--- src/rtl/bram_arbiter.sv ---
// bram_arbiter: round-robin arbiter sharing one BRAM port among NUM_REQ requesters,
// with a one-cycle release phase and an optional watchdog abort.
module bram_arbiter #(
    parameter int NUM_REQ = 2,
    parameter int TIMEOUT = 255
) (
    input  logic                   clk,
    input  logic                   res,
    input  logic [NUM_REQ*32-1:0]  req_addr,
    input  logic [NUM_REQ*32-1:0]  req_wdata,
    input  logic [NUM_REQ-1:0]     req_read,
    input  logic [NUM_REQ-1:0]     req_write,
    output logic [31:0]            req_rdata,
    output logic [NUM_REQ-1:0]     req_done,
    output logic [NUM_REQ-1:0]     req_err,
    output logic [31:0]            bram_addr,
    output logic [31:0]            bram_wdata,
    output logic                   bram_read,
    output logic                   bram_write,
    input  logic [31:0]            bram_rdata,
    input  logic                   bram_done,
    output logic [NUM_REQ-1:0]     grant
);
    localparam logic [1:0] IDLE = 2'd0, BUSY = 2'd1, RELEASE = 2'd2;
    logic [1:0] state, gi, ptr, win;
    logic [31:0] cnt, g_addr, g_wdata;
    logic [NUM_REQ-1:0] pend;
    logic g_read, g_write, busy, tmo, fin;
    assign pend = req_read | req_write;
    // ptr is the first port to search; fall back to the lowest pending port when none at or above it
    always_comb begin
        win = '0;
        for (int i = NUM_REQ - 1; i >= 0; i--)
            if (pend[i]) win = 2'(i);
        for (int i = NUM_REQ - 1; i >= 0; i--)
            if (pend[i] && 2'(i) >= ptr) win = 2'(i);
    end
    always_comb begin
        g_addr = '0;
        g_wdata = '0;
        g_read = 1'b0;
        g_write = 1'b0;
        for (int i = 0; i < NUM_REQ; i++)
            if (gi == 2'(i)) begin
                g_addr = req_addr[32*i +: 32];
                g_wdata = req_wdata[32*i +: 32];
                g_read = req_read[i];
                g_write = req_write[i];
            end
    end
    assign busy = state == BUSY;
    assign tmo = busy && TIMEOUT != 0 && cnt == 32'(TIMEOUT);
    assign fin = busy && (bram_done || tmo);
    assign bram_addr = busy ? g_addr : '0;
    assign bram_wdata = busy ? g_wdata : '0;
    assign bram_write = busy & g_write;
    assign bram_read = busy & g_read & ~g_write;
    assign req_done = fin ? grant : '0;
    assign req_err = (tmo && !bram_done) ? grant : '0;
    assign req_rdata = (busy && bram_done) ? bram_rdata : '0;
    always_ff @(posedge clk or posedge res) begin
        if (res) begin
            state <= IDLE;
            grant <= '0;
            gi <= '0;
            ptr <= '0;
            cnt <= '0;
        end else begin
            case (state)
                IDLE: if (|pend) begin
                    state <= BUSY;
                    gi <= win;
                    grant <= NUM_REQ'(1) << win;
                    cnt <= '0;
                end
                BUSY: begin
                    cnt <= &cnt ? cnt : cnt + 32'd1;
                    if (fin) begin
                        state <= RELEASE;
                        ptr <= (gi == 2'(NUM_REQ - 1)) ? 2'd0 : gi + 2'd1;
                    end else if (!(g_read || g_write)) begin
                        state <= RELEASE;
                    end
                end
                RELEASE: begin
                    state <= IDLE;
                    grant <= '0;
                end
                default: state <= IDLE;
            endcase
        end
    end
endmodule

--- config.mk ---
export PLATFORM = sky130hd
export DESIGN_NAME = bram_arbiter
export DESIGN_NICKNAME = d
export VERILOG_FILES = /design/src/rtl/bram_arbiter.sv
export SDC_FILE = /design/constraint.sdc
export NUM_CORES = 1
export LEC_CHECK = 0
export ABC_AREA = 1
export BUFFER_PORTS_ARGS = -buffer_cell sky130_fd_sc_hd__buf_2
export CORE_AREA = 2 2 104 106
export DETAILED_ROUTE_END_ITERATION = 10
export DIE_AREA = 0 0 106 108
export PLACE_DENSITY = 0.73
export SKIP_LAST_GASP = 1
export SYNTH_ARGS = -nofsm -noshare
export SYNTH_HDL_FRONTEND = slang
export SYNTH_SLANG_ARGS = --single-unit
--- constraint.sdc ---
create_clock -name clk -period 2.1 [get_ports clk]
set_input_delay 0.105 -clock clk [delete_from_list [all_inputs] [get_ports clk]]
set_output_delay 0.105 -clock clk [all_outputs]
set_load 0.05 [all_outputs]
==> results_dict.tcl <==
set metrics [dict create \
    holdCritStartpoint "bram_done" \
    worstPathCellList "ha_1, nand2_1, nor2_4, nand2_4, inv_2, nand2_1, nor2_2, o21ai_1, nor2_1, buf_6" \
    hold_violations 0 \
    drt_iter0_markers 504 \
    cp_slowest_cell "dfrtp_1" \
    cp-start-kind "flip-flop" \
    grt_antenna_before_repair 3 \
    grt_pass1_vias 4722 \
    outcome "complete, no violations" \
    synthDistinctLibCells 29 \
    post-route-period-util_pct 95.6 \
    hpwl_um 14100 \
    gp_congestion 0.993 \
    power_frac_comb_pct 78.9 \
    detail-route-antenna-nets 0 \
    relSlewSlack_pct 64.5 \
    p_sw_share_pct 66.5 \
    die_x_um 106 \
    reg2reg_from "cnt[0]" \
    cp-startpoint "cnt[0]" \
    viasPerCell 4.92 \
    p_int_mw 2.21 \
    total_power_mw 6.59 \
    cp.required_ns 2.00 \
    clockBufferDepth 2 \
    critPathCaptureType "output port" \
    peakVddDrop_mv 1.03 \
    insertion_delay_ns 0.30 \
    r2r_end "cnt[13]" \
    ff2ff_path_depth 11 \
    period_minus_slack_ns 2.01 \
    worstMarginPinSlew_ns 0.532 \
    p_clk_share_pct 7.8 \
    fillers 1103 \
    dieArea_um2 11400 \
    grt_pass1_wl_um 25300 \
    track_usage_pct 28.7 \
    io_pins 271 \
    power.density_nw_per_um2 1180 \
    ys_seq_elements 38 \
    drive_gt1_share_pct 33.2 \
    numClockSinks 38 \
    cts_tree "built" \
    dp_cells 1111 \
    syn_avg_cell_area_um2 5.40 \
    dr.pass1.iters 5 \
    yosysSeqAreaShare_pct 24.5 \
    fin_setup_tns_ns 0 \
    cts-root-buf "clkbuf_8" \
    fmax_mhz 498 \
    drcViolationCount 0 \
    fp.coreArea_um2 10200 \
    start_util_pct 37.9 \
    ys.warnings.count 0 \
    wl_per_cell_um 15.5 \
    whs_ns 0.167 \
    min_path_type "primary input to flip-flop" \
    cpMostUsedCell "nand2_1" \
    placementRows 37 \
    instances_no_fill 1122 \
    setup_viol 0 \
    portBuffers 270 \
    seq_power_share_pct 13.3 \
    grt_max_degree 66 \
    routed_wl_um 17300 \
    vias 5524 \
    p_switching_mw 4.38 \
    num-nets-final 1152 \
    reg2reg_slack_ns 0.34 \
    cp.arrival_ns 1.90 \
    clock_skew_ns 0.00682 \
    crit_family "simple AND/OR/NAND/NOR gates" \
    slew_violations 0 \
    layout_commonest_cell "nand2_1" \
    critPathMaxStageDelay_ns 0.36 \
    holdPathStages 4 \
    crit_type "flip-flop to output port" \
    syn_area_um2 3880 \
    cts_made_buffers 5 \
    overflow 0 \
    whs_endpoint "ptr[0]" \
    die-height_um 108 \
    crit_buf_inv 2 \
    rsz0062_at_grt "true" \
    maxCapViolations 0 \
    cp_max_fo 5 \
    htreeDepth 2 \
    final_util_pct 54.7 \
    synth_fp_nets 886 \
    syn2layout_area_growth_pct 44.3 \
    final_cell_mix "270 x nand2_1, 265 x buf_2, 115 x nor2_1, 75 x inv_1, 65 x a21oi_1" \
    p_leak_nw 3.18 \
    syn_inst 718 \
    clk_pin_slew_ns 0.08 \
]
-- flip-flops by register name, summed over array words and instances, names as in the netlist --
register,flops
grant,2
state,2
gi,1
cnt,32
ptr,1
-- power groups by stage --
stage          Combinational [mW]  Sequential (mW)  Clock, mW
4_1_cts                      5.18            0.875      0.514
6_report                     5.20            0.877      0.511
3_5_place_dp                 5.16            0.890          0
2_1_floorplan                3.75            0.936          0
3_3_place_gp                 5.16            0.889          0
5_1_grt                      5.52            0.888      0.545
-- cells in the mapped netlist, drive strengths merged --
library cell / instances / share of area [%]
or2: 1 / 0.16
o22ai: 1 / 0.16
o211ai: 1 / 0.19
nor3b: 1 / 0.19
xnor2: 2 / 0.45
buf: 9 / 1.8
a31oi: 1 / 0.16
nor3: 4 / 0.52
nand3: 53 / 7.3
dfrtp: 38 / 25
a21o: 1 / 0.19
o21ai: 33 / 5.4
nand4: 6 / 0.97
ha: 1 / 0.32
nor2: 122 / 12
a21oi: 65 / 8.4
clkbuf: 25 / 2.4
nand2: 272 / 26
xor2: 3 / 0.68
inv: 79 / 7.6
-- metal layers --
metal | global-route usage, % | wire length, µm | up-vias
met5 | 0 | 23 | -
met4 | 5.45 | 235 | 4
met3 | 7.66 | 2150 | 27
met2 | 43.5 | 7470 | 346
met1 | 41.4 | 7470 | 2388
li1 | - | - | 2759
-- metrics by stage --
step                      area [µm²]  setup slack, ns
after detailed placement        5450            0.252
after floorplan                 3880          -0.0640
final                           5600           0.0928
after CTS                       5550          0.00504
after global placement          5450            0.297
after global routing            5600          -0.0241
-- how the worst max path moves through the flow --
stage,slack (ns),to,cells past startpoint
after floorplan,-0.06,req_done[0],9
after detailed placement,0.25,req_done[1],10
after CTS,0.005,req_done[1],10
after global routing,-0.02,req_done[1],10
final,0.09,req_done[1],10
after global placement,0.30,req_done[1],10
-- cell type report --
| cell class | instances | area (µm²) | share of cell area [%] |
|---|---|---|---|
| clock buffers | 8 | 80.1 | 1.43 |
| diodes | 1 | 2.50 | 0.0447 |
| repair buffers | 293 | 1600 | 28.5 |
| multi-input cells | 567 | 2500 | 44.7 |
| well taps | 136 | 170 | 3.04 |
| inverters | 79 | 297 | 5.30 |
| flip-flops and latches | 38 | 952 | 17.0 |
-- timing repair --
item | 4_1_cts | 5_1_grt
pin swaps | 1 | 5
endpoints found under the hold margin | 38 | 0
setup endpoints to repair | 4 | 8
setup buffers | 0 | 1
hold buffers | 1 | 0
resized for setup | 5 | 11
-- worst min-delay path, cell delays in order --
cell	delay, ns
buf_2	0.10
o21ai_1	0.11
nand2_1	0.07
nand2_1	0.04
-- cell families (layout without fill, tap and decap cells) --
family	after synthesis	after routing	synth area share [%]
fa+ha+maj	1	1	0.323
buf+inv	113	380	11.9
simple gates	459	459	47.6
other cells	0	1	0
xor+xnor	5	5	1.13
compound gates	102	102	14.5
flops	38	38	24.5
Power figures use the tool's default switching activity.
